[src/rtl/pedestrian_request_unit.sv]
// Pedestrian request unit: synchronizes and debounces the crossing push-button,
// requests a crossing from the traffic controller, drives WALK / DON'T WALK
// during the controller's all-lamps-off phase, then holds off new requests
// for a cooldown period.
module pedestrian_request_unit #(
  parameter int DEBOUNCE_CYCLES = 4,
  parameter int WALK_CYCLES     = 10,
  parameter int FLASH_CYCLES    = 5,
  parameter int COOLDOWN_CYCLES = 20,
  parameter int CNT_W           = 5
) (
  input  logic clk,
  input  logic reset_n,
  input  logic ped_raw,
  input  logic A1,
  input  logic A2,
  input  logic B,
  input  logic C,
  output logic button,
  output logic walk,
  output logic dont_walk,
  output logic req_lamp
);

  typedef enum logic [2:0] {
    S_IDLE,
    S_REQUEST,
    S_WALK,
    S_FLASH,
    S_COOLDOWN
  } state_t;

  localparam logic [CNT_W-1:0] DB_LAST    = CNT_W'(DEBOUNCE_CYCLES - 1);
  localparam logic [CNT_W-1:0] WALK_LOAD  = CNT_W'(WALK_CYCLES - 1);
  localparam logic [CNT_W-1:0] FLASH_LOAD = CNT_W'(FLASH_CYCLES - 1);
  localparam logic [CNT_W-1:0] COOL_LOAD  = CNT_W'(COOLDOWN_CYCLES - 1);

  logic             sync_p0;
  logic             sync_p1;
  logic             db_level;
  logic             db_level_p1;
  logic [CNT_W-1:0] db_cnt;
  logic             press;
  logic             all_red;

  state_t           state;
  state_t           state_nx;
  logic [CNT_W-1:0] cnt;
  logic [CNT_W-1:0] cnt_nx;
  logic             pending;
  logic             pending_nx;
  logic             button_nx;
  logic             walk_nx;
  logic             dont_walk_nx;
  logic             req_lamp_nx;

  // Two-flop synchronizer for the asynchronous push-button.
  always_ff @(posedge clk or negedge reset_n) begin
    if (!reset_n) begin
      sync_p0 <= 1'b0;
      sync_p1 <= 1'b0;
    end else begin
      sync_p0 <= ped_raw;
      sync_p1 <= sync_p0;
    end
  end

  // Debounce: the level flips only after DEBOUNCE_CYCLES consecutive disagreeing samples.
  always_ff @(posedge clk or negedge reset_n) begin
    if (!reset_n) begin
      db_level    <= 1'b0;
      db_level_p1 <= 1'b0;
      db_cnt      <= '0;
    end else begin
      db_level_p1 <= db_level;
      if (sync_p1 == db_level) begin
        db_cnt <= '0;
      end else if (db_cnt == DB_LAST) begin
        db_level <= sync_p1;
        db_cnt   <= '0;
      end else begin
        db_cnt <= db_cnt + 1'b1;
      end
    end
  end

  assign press   = db_level & ~db_level_p1;
  assign all_red = ~A1 & ~A2 & ~B & ~C;

  // State, phase counter, pending flag and registered outputs.
  always_ff @(posedge clk or negedge reset_n) begin
    if (!reset_n) begin
      state     <= S_IDLE;
      cnt       <= '0;
      pending   <= 1'b0;
      button    <= 1'b0;
      walk      <= 1'b0;
      dont_walk <= 1'b1;
      req_lamp  <= 1'b0;
    end else begin
      state     <= state_nx;
      cnt       <= cnt_nx;
      pending   <= pending_nx;
      button    <= button_nx;
      walk      <= walk_nx;
      dont_walk <= dont_walk_nx;
      req_lamp  <= req_lamp_nx;
    end
  end

  // Next-state logic; outputs are decoded from the next state so they move with it.
  always_comb begin
    state_nx   = state;
    cnt_nx     = cnt;
    pending_nx = pending;
    unique case (state)
      S_IDLE: begin
        if (press) state_nx = S_REQUEST;
      end
      S_REQUEST: begin
        if (all_red) begin
          state_nx = S_WALK;
          cnt_nx   = WALK_LOAD;
        end
      end
      S_WALK: begin
        // Lamps leaving all-off is a safety abort and wins over expiry.
        if (!all_red) begin
          state_nx = S_COOLDOWN;
          cnt_nx   = COOL_LOAD;
        end else if (cnt == '0) begin
          state_nx = S_FLASH;
          cnt_nx   = FLASH_LOAD;
        end else begin
          cnt_nx = cnt - 1'b1;
        end
      end
      S_FLASH: begin
        if (!all_red || cnt == '0) begin
          state_nx = S_COOLDOWN;
          cnt_nx   = COOL_LOAD;
        end else begin
          cnt_nx = cnt - 1'b1;
        end
      end
      S_COOLDOWN: begin
        if (press) pending_nx = 1'b1;
        if (cnt == '0) begin
          // A press on the exit edge itself still counts as a queued request.
          state_nx   = (pending || press) ? S_REQUEST : S_IDLE;
          pending_nx = 1'b0;
        end else begin
          cnt_nx = cnt - 1'b1;
        end
      end
      default: begin
        state_nx   = S_IDLE;
        cnt_nx     = '0;
        pending_nx = 1'b0;
      end
    endcase

    button_nx    = (state_nx == S_REQUEST);
    walk_nx      = (state_nx == S_WALK);
    req_lamp_nx  = (state_nx == S_REQUEST) || ((state_nx == S_COOLDOWN) && pending_nx);
    dont_walk_nx = 1'b1;
    if (state_nx == S_WALK) begin
      dont_walk_nx = 1'b0;
    end else if (state_nx == S_FLASH) begin
      // First FLASH cycle shows DON'T WALK, then it alternates.
      dont_walk_nx = (state == S_FLASH) ? ~dont_walk : 1'b1;
    end
  end

endmodule

[config.mk]
export PLATFORM = sky130hd
export DESIGN_NAME = pedestrian_request_unit
export DESIGN_NICKNAME = d
export VERILOG_FILES = /design/src/rtl/pedestrian_request_unit.sv
export SDC_FILE = /design/constraint.sdc
export NUM_CORES = 1
export LEC_CHECK = 0
export ABC_AREA = 1
export CAP_MARGIN = 20
export CORE_MARGIN = 2
export CORE_UTILIZATION = 55
export CTS_CLUSTER_DIAMETER = 50
export DETAILED_ROUTE_END_ITERATION = 6
export GPL_ROUTABILITY_DRIVEN = 0
export HOLD_SLACK_MARGIN = 0.03
export PLACE_DENSITY = 0.8
export SYNTH_ARGS = -nofsm -noshare
export SYNTH_HDL_FRONTEND = slang
export SYNTH_SLANG_ARGS = --single-unit
[constraint.sdc]
create_clock -name clk -period 4.1 [get_ports clk]
set_clock_uncertainty 0.1 [all_clocks]
set_input_delay 0.82 -clock clk [delete_from_list [all_inputs] [get_ports clk]]
set_output_delay 0.82 -clock clk [all_outputs]
set_load 0.005 [all_outputs]
Word level (Yosys, flattened, before mapping)
Index checks and enable logic that the tools add are counted.
{ "totals": {"register_bits": 22, "latch_bits": 0, "mem_bits_rw": 0, "rom_bits": 0, "in_bits": 7, "output_inout_bits": 4, "mem_count": 0} }
{ "classes": {"n_addsub": 2, "multipliers": 0, "n_div": 0, "n_lt_le_gt_ge": 0, "n_eq_ne": 12, "shifts": 0, "n_mux": 22, "bitwise": 12, "reduce_logical": 10} }
{ "ops": {"columns": ["op", "n"], "rows": [
  ["$mux 5", 7],
  ["$pmux 5 s5", 1],
  ["$mux 3", 6],
  ["$pmux 3 s5", 1],
  ["$eq 3x2->1 const B", 4],
  ["$not 1->1", 8],
  ["$eq 3x1->1 const B", 2],
  ["$eq 3x3->1 const B", 2],
  ["$mux 1", 6],
  ["$add 5x1->5 const B", 1],
  ["$eq 5x2->1 const B", 1],
  ["$logic_not 5->1", 1],
  ["$sub 5x1->5 const B", 1],
  ["$and 1x1->1", 4],
  ["$ne 2x2->1 const B", 2],
  ["$reduce_or 4->1", 1],
  ["$logic_not 3->1", 1],
  ["$logic_or 1x1->1", 3],
  ["$reduce_and 3->1", 1],
  ["$pmux 1 s2", 1],
  ["$reduce_and 2->1", 1],
  ["$eq 1x1->1", 1],
  ["$logic_and 1x1->1", 1],
  ["$logic_not 1->1", 1]
]} }

Depth between registers and ports, before layout
Gate-level depths: netlist (run 1).
{ "logic_depth": {"depth_word": 11, "mapped_depth": 12, "depth_no_buf": 12} }

Least setup slack after synthesis (run 1)
Ideal clock, no wire load.
{ "synth_timing": {"path_type": "input-to-reg", "start": "input port C", "end": "register req_lamp", "setup_ps": 117, "arrival_time_ps": 1545, "t_required_ps": 3883, "path_slack_ps": 2339, "path_stages": 10, "n_path_buf": 0, "cell_sequence": "inv_1 nand2_2 nor2_8 inv_2 nand2_2 nand2_1 nor2_2 nand2_2 nand2_2 nand2_1"} }
{ "synth_between": {"elab_chain_len": 9, "elab_cells_between_ends": 12, "cone_classes": "eq/ne: 2; mux: 4; bitwise: 2; reduce/logical: 4"} }
{ "synth_rtl": {"columns": ["element", "line", "text"], "rows": [
  ["start: declaration", "18", "input logic C,"],
  ["$not 1->1 (*)", "88", "assign all_red = ~A1 & ~A2 & ~B & ~C;"],
  ["$and 1x1->1 (*)", "88", null],
  ["$logic_not 1->1", "139", "if (!all_red || cnt == '0) begin"],
  ["$logic_or 1x1->1", "139", null],
  ["$mux 3", "139", null],
  ["$pmux 3 s5 (*)", "116", "unique case (state)"],
  ["named net state_nx[0]", "47", "state_t state_nx;"],
  ["$eq 3x3->1", "165", "req_lamp_nx = (state_nx == S_REQUEST) || ((state_nx == S_COOLDOWN) && pending_nx);"],
  ["$logic_and 1x1->1", "165", null],
  ["$logic_or 1x1->1 (*)", "165", null],
  ["named net req_lamp_nx", "55", "logic req_lamp_nx;"],
  ["end signal: assignment", "107", "req_lamp <= req_lamp_nx;"],
  ["end: declaration", "22", "output logic req_lamp"]
]} }
The timed path passes the listed nets; every way through them passes the cells marked *.
A chain may end at the register's enable or synchronous reset.

Worst setup path after layout (run 1)
{ "layout_timing": {"start": "register dont_walk", "end": "output port dont_walk"} }
{ "layout_rtl": {"columns": ["element", "line", "text"], "rows": [
  ["start: declaration", "21", "output logic dont_walk,"],
  ["start signal: assignment", "106", "dont_walk <= dont_walk_nx;"]
]} }
No word-level cell between the ends.

==> summary.md, run 1 <==
| Metric | Value |
|---|---|
| # Post-CTS Setup Buffers | `0` |
| Placed Instances | `180` |
| Crit path DAT | `1.35 ns` |
| Row count | `17` |
| EDFF count, synth | `0` |
| Core footprint | `2170 um^2` |
| Area Overhead vs Synth | `13.95%` |
| Gr ovfl total | `0` |
| DRC errors left | `0` |
| Peak VDD IR | `0.0003164 V` |
| Slew @ Worst Pin | `0.9634 ns` |
| Root buf cell | `clkbuf_4` |
| Setup crit start kind | `flop` |
| Mapped Nets | `152` |
| Die Span Y | `51.27 um` |
| Post-Syn Area | `1229 um^2` |
| Yosys top cell area share | `42.77%` |
| Crit path cell chain | `clkdlybuf4s50_1` |
| CP top delay family | `flip-flops` |
| Setup TNS | `0 ns` |
| Num CTS Buffers | `3` |
| Fin cells | `184` |
| Max Cap Viol | `0` |
| Hold_buf cts | `0` |
| Die area | `2628 um^2` |
| Number of library cell types mapped by synthesis | `24` |
| Clock buffer depth | `2` |
| Die Wd | `51.27 um` |
| Worst Path Class, Setup | `flop to output pin` |
| Pwr Total | `0.0008195 W` |
| Placed cell area | `1364 um^2` |
| Top Ports | `11` |
| N_diodes | `0` |
| Fin crit share | `55.28%` |
| Vias in the first global route | `886` |
| CTS tree | `yes` |
| RSZ-0062 raised after global routing | `false` |
| Cell taking the most area after synthesis | `dfrtp_1` |
| First-pass GRT wire length | `3.746 mm` |
| Synthesized flop and latch total | `22` |
| Via density | `5.000` |
| Layout cells sized above 1 | `23.08%` |
| Slowest cell on crit path | `dfstp_2` |
| Register-to-Register Setup Slack | `2.44 ns` |
| Total global-route track usage | `19.44%` |
| Top-count cell post-synth | `nand2_1` |
| Mapped Cells | `142` |
| Post-DR wirelength/cell | `11.59 um` |
| Slew HR | `35.57%` |
| Crit path buffers/inverters | `1` |
| Worst Reg2Reg Path Length in Cells | `11` |
| Cell Pwr Density | `585.3 nW/um^2` |
| Synthesis Warnings | `0` |
| Worst-Skew Late Latency | `0.31 ns` |
| Vias | `920` |
| Lkg Pwr | `0.7117 nW` |
| Detailed Place HPWL | `1.666 mm` |
| Pins Over Slew Limit | `0` |
| Top cells by count, synth | `32 x nand2_1, 21 x dfrtp_1, 20 x inv_1` |
| FMAX | `0.4412 GHz` |
| Cts repair resizes | `0` |
| CP endpoint kind | `output pin` |
| # nets final | `167` |
| Pre-antenna DRT Iters | `4` |
| Design area | `1400 um^2` |
| Final ANT Viol Nets | `0` |
| Critical-path maximum fanout | `2` |
| Largest net degree at the start of global routing | `23` |
| Asr flop ratio synth | `100.0%` |
| Fin. Hold Viols | `0` |
| Top post-synthesis cells by area | `dfrtp_1 43%, nand2_1 9.8%, inv_1 6.1%` |
| Port bufs | `10` |
| Worst hold margin | `0.2750 ns` |
| Worst Path Required | `3.18 ns` |
| Levels on crit path | `1` |
| Share of the yosys chip area belonging to registers | `44.91%` |
| Clock transition at path regs | `0.12 ns` |
| DR iter-0 viols | `15` |
| Syn_area_per_cell | `8.653 um^2` |
| Final min period | `2.266 ns` |
| Post-synth top flop | `dfrtp_1` |
| Crit-path max cell delay | `0.55 ns` |
| Starting Density | `56.63%` |
| Status | `finished, final reports clean` |
| Antenna violations before repair | `0` |
| # H-tree levels | `1` |
| WHS Path Cells | `0` |
| Clk sinks | `22` |
| HP Class | `flop to flop` |
| Final WL | `2.132 mm` |
| # setup viols final | `0` |
-- path summary, 6_finish.rpt --
check | endpoint | from
hold reg to reg | sync_p1$_DFF_PN0_ | sync_p0$_DFF_PN0_
setup reg to reg | req_lamp$_DFF_PN0_ | cnt[0]$_DFFE_PN0P_
max in group asynchronous | db_cnt[3]$_DFF_PN0_ | reset_n
setup / recovery | dont_walk | dont_walk$_DFF_PN1_
min in group asynchronous | cnt[3]$_DFFE_PN0P_ | reset_n
hold / removal | sync_p1$_DFF_PN0_ | sync_p0$_DFF_PN0_
-- placed cells by master (no fill, tap or decap) --
cell type	n
clkdlybuf4s50_1	10
nand3_1	9
a21oi_1	3
o21ai_2	1
nor2_1	9
nand2_2	9
nand2_4	2
o21ai_1	4
nand2_1	32
nand3_2	2
o21ai_4	1
nand3_4	1
o211ai_1	1
dfstp_2	1
dfrtp_1	21
inv_1	20
xnor2_1	5
nor2_8	1
nor2_2	4
inv_2	7
clkbuf_4	3
xor2_1	2
clkbuf_8	1
o21bai_4	1
nand3b_1	1
nor2_4	2
ha_1	3
-- area by class of cell --
| class | count | area [um^2] |
|---|---|---|
| Fill cell | 195 | 769.5 |
| Multi-Input combinational cell | 93 | 575.6 |
| Sequential cell | 22 | 551.8 |
| Inverter | 27 | 101.3 |
| Timing Repair Buffer | 10 | 100.1 |
| Clock buffer | 4 | 36.28 |
| Tap cell | 28 | 35.03 |
-- metal layers --
| layer | GRT usage (%) | part of all wire [%] | up-vias |
|---|---|---|---|
| li1 | - | - | 460 |
| met1 | 22.46 | 42 | 427 |
| met2 | 35.28 | 52 | 26 |
| met3 | 3.801 | 4.5 | 7 |
| met4 | 7.456 | 2.1 | 0 |
| met5 | 0 | 0 | - |
-- registers in the layout, summed over array words and instances, names as in the netlist --
name	cells
button	1
sync_p0	1
db_cnt	5
req_lamp	1
db_level_p1	1
sync_p1	1
walk	1
pending	1
dont_walk	1
cnt	5
state	3
db_level	1
-- per-stage QoR --
stage | worst slack (ns) | util (%)
final | 1.834 | 64.53
after global routing | 1.774 | 64.53
after CTS | 1.807 | 64.53
after detailed placement | 1.817 | 62.86
after global placement | 1.867 | 62.86
after floorplan | 2.339 | -
-- cells by family (layout without fill, tap and decap cells) --
group / Yosys count / count (layout) / synth area share (%)
buffers and inverters: 27 / 41 / 8.249
flip-flops: 22 / 22 / 44.91
AO/OA/AOI/OAI: 11 / 11 / 7.027
AND/OR/NAND/NOR: 72 / 72 / 31.77
adder cells (fa/ha/maj): 3 / 3 / 3.055
XOR/XNOR: 7 / 7 / 4.990
-- power by group --
group	internal (W)	switching [W]	leakage, nW
combinational	0.000145	0.000230	0.411
clock	0.0000543	0.0000643	0.0210
sequential	0.000278	0.0000489	0.280
Note: power is estimated with default switching activity, not from simulation.
==> inputs of run 2 (changes only) <==
- clock period: 4.1 -> 2.3 ns (I/O delays scaled with it)
==> run 2 against run 1 <==
Register-to-register slack got worse by 1.8 ns. Die area did not move. First-iteration DRC count increased by 6.7%. Clock-buffer cell count unchanged. Sequential share of layout area shrank 0.21 points. Clock power is 73% higher. Routed wire length down 3.5%. Via count down 2.6%. Total power increased by 77%. Highest routed layer unchanged.
==> summary.md, run 2 (same netlist as run 1, synthesis figures left out) <==
| Metric | Value |
|---|---|
| Placed cell area | `1371 um^2 (+0.55%)` |
| Core footprint | `2170 um^2 (unchanged)` |
| Most frequent cells in the layout | `32 x nand2_1, 21 x dfrtp_1, 20 x inv_1, 10 x clkdlybuf4s50_1` |
| Critical-path maximum fanout | `2 (unchanged)` |
| Fin cells | `185 (+0.54%)` |
| WHS Path Cells | `0 (unchanged)` |
| Crit path DAT | `1.35 ns (about the same)` |
| CTS tree | `yes` |
| Die Wd | `51.27 um (unchanged)` |
| Clock buffer depth | `2 (unchanged)` |
| Net switching power | `0.0006034 W (+76%)` |
| Final min period | `1.910 ns` |
| Area Overhead vs Synth | `14.56%` |
| DRC errors left | `0 (unchanged)` |
| Top Metal Used | `met4` |
| Clock transition at path regs | `0.12 ns (about the same)` |
| DRT met1 WL | `930 um (+4.6%)` |
| DR iter-0 viols | `16 (+1)` |
| Num CTS Buffers | `3 (unchanged)` |
| CP endpoint kind | `output pin` |
| Pre-antenna DRT Iters | `4 (unchanged)` |
| Die Span Y | `51.27 um (unchanged)` |
| Via density | `4.843 (-3.1%)` |
| Worst Reg2Reg Path Length in Cells | `11 (unchanged)` |
| Vias in the first global route | `920 (+3.8%)` |
| N_diodes | `0 (unchanged)` |
| FF-to-FF End | `req_lamp$_DFF_PN0_` |
| Register-to-Register Setup Slack | `0.64 ns (-1.80 ns)` |
| Gr ovfl total | `0 (unchanged)` |
| Seq pwr share | `40.3% (+0.5 points)` |
| Root buf cell | `clkbuf_4` |
| First-pass GRT wire length | `3.636 mm (-2.9%)` |
| Starting Density | `56.63% (unchanged)` |
| Design area | `1408 um^2 (+0.54%)` |
| # nets final | `168 (+0.60%)` |
| Max Cap Viol | `0 (unchanged)` |
| Commonest non-fill, non-tap cell in the layout | `nand2_1` |
| Logic pwr share | `45.6% (about the same)` |
| Peak VDD IR | `0.0007226 V (+130%)` |
| Final ANT Viol Nets | `0 (unchanged)` |
| Largest registers | `cnt: 5 flops, db_cnt: 5 flops, state: 3 flops` |
| FMAX | `0.5236 GHz` |
| Top Ports | `11 (unchanged)` |
| Final WL | `2.058 mm (-3.5%)` |
| WL met3 | `54 um (-44%)` |
| Fin crit share | `83.04%` |
| Crit path buffers/inverters | `1 (unchanged)` |
| Die area | `2628 um^2 (unchanged)` |
| Routed wl met2 | `1.063 mm (-3.4%)` |
| Final WS setup | `0.3900 ns (-1.444 ns)` |
| Worst Hold Endpoint | `sync_p1$_DFF_PN0_` |
| Lkg Pwr | `0.7165 nW (+0.67%)` |
| Cell Pwr Density | `1032 nW/um^2 (+76%)` |
| Hold_buf cts | `0 (unchanged)` |
| Slew @ Worst Pin | `0.3516 ns (-0.6118 ns)` |
| Worst Path Required | `1.74 ns (-1.44 ns)` |
| Cts repair resizes | `0 (unchanged)` |
| Crit-path max cell delay | `0.56 ns (about the same)` |
| Clock Power Share | `14.2% (-0.3 points)` |
| Placed Instances | `181 (+0.56%)` |
| Detailed Place HPWL | `1.611 mm (-3.3%)` |
| Post-DR wirelength/cell | `11.12 um (-4.0%)` |
| Start point of the worst hold path | `sync_p0$_DFF_PN0_` |
| Reg-to-Reg Start | `cnt[0]$_DFFE_PN0P_` |
| Crit path cell chain | `clkdlybuf4s50_1` |
| Status | `finished, final reports clean` |
| Fin. Hold Viols | `0 (unchanged)` |
| Port bufs | `10 (unchanged)` |
| # H-tree levels | `1 (unchanged)` |
| Vias | `896 (-2.6%)` |
| Worst Path Class, Setup | `flop to output pin` |
| Slowest cell on crit path | `dfstp_2` |
| Total global-route track usage | `18.67% (-0.76 points)` |
| Setup TNS | `0 ns (unchanged)` |
| HP Class | `flop to flop` |
| # Post-CTS Setup Buffers | `0 (unchanged)` |
| Clk sinks | `22 (unchanged)` |
| Setup crit start kind | `flop` |
| Int Pwr | `0.0008499 W (+78%)` |
| Row count | `17 (unchanged)` |
| CP top delay family | `flip-flops` |
| Worst-Skew Late Latency | `0.30 ns (about the same)` |
| # setup viols final | `0 (unchanged)` |
| Antenna violations before repair | `0 (unchanged)` |
| Layout cells sized above 1 | `23.57% (+0.49 points)` |
| Largest net degree at the start of global routing | `23 (unchanged)` |
| Pre-CTS WS | `0.4069 ns (-1.410 ns)` |
| Slew HR | `76.39% (+41 points)` |
| RSZ-0062 raised after global routing | `false` |
| Pins Over Slew Limit | `0 (unchanged)` |
| Sw frac | `41.52% (-0.30 points)` |
run 2: power groups by stage:
stage / logic (W) / clock network, W / registers [W]
floorplan: 0.000508 / 0 / 0.000579
global placement: 0.000637 / 0 / 0.000585
detailed placement: 0.000661 / 0 / 0.000595
CTS: 0.000666 / 0.000215 / 0.000586
global route: 0.000763 / 0.000234 / 0.000596
finish: 0.000662 / 0.000206 / 0.000585
run 2: how the worst max path moves through the flow:
stage	cells after the start	from	endpoint	slack, ns
2_1_floorplan	11	cnt[0]$_DFFE_PN0P_	req_lamp$_DFF_PN0_	0.79
3_3_place_gp	11	A2	req_lamp$_DFF_PN0_	0.43
3_5_place_dp	11	A2	req_lamp$_DFF_PN0_	0.41
4_1_cts	1	dont_walk$_DFF_PN1_	dont_walk	0.38
5_1_grt	1	dont_walk$_DFF_PN1_	dont_walk	0.34
6_report	1	dont_walk$_DFF_PN1_	dont_walk	0.39
run 2: routing by layer:
layer  track usage [%]  up-vias
met3             2.632        2
li1                  -      460
met4             7.895        0
met1             22.03      423
met2             33.77       11
met5                 0        -
run 2: layout make-up:
class / instances / area (um^2)
tap: 28 / 35.03
sequential: 22 / 551.8
timing repair buffer: 11 / 107.6
inverter: 27 / 101.3
fill: 188 / 762.0
clock buffer: 4 / 36.28
multi-input combinational: 93 / 575.6
run 2: stage by stage:
stage / power (W) / hold slack (ns) / util [%]
after floorplan: 0.001087 / 0.06441 / -
after global placement: 0.001222 / 0.2394 / 63.21
after detailed placement: 0.001255 / 0.2403 / 63.21
after CTS: 0.001466 / 0.2762 / 64.88
after global routing: 0.001593 / 0.2826 / 64.88
final: 0.001453 / 0.2736 / 64.88
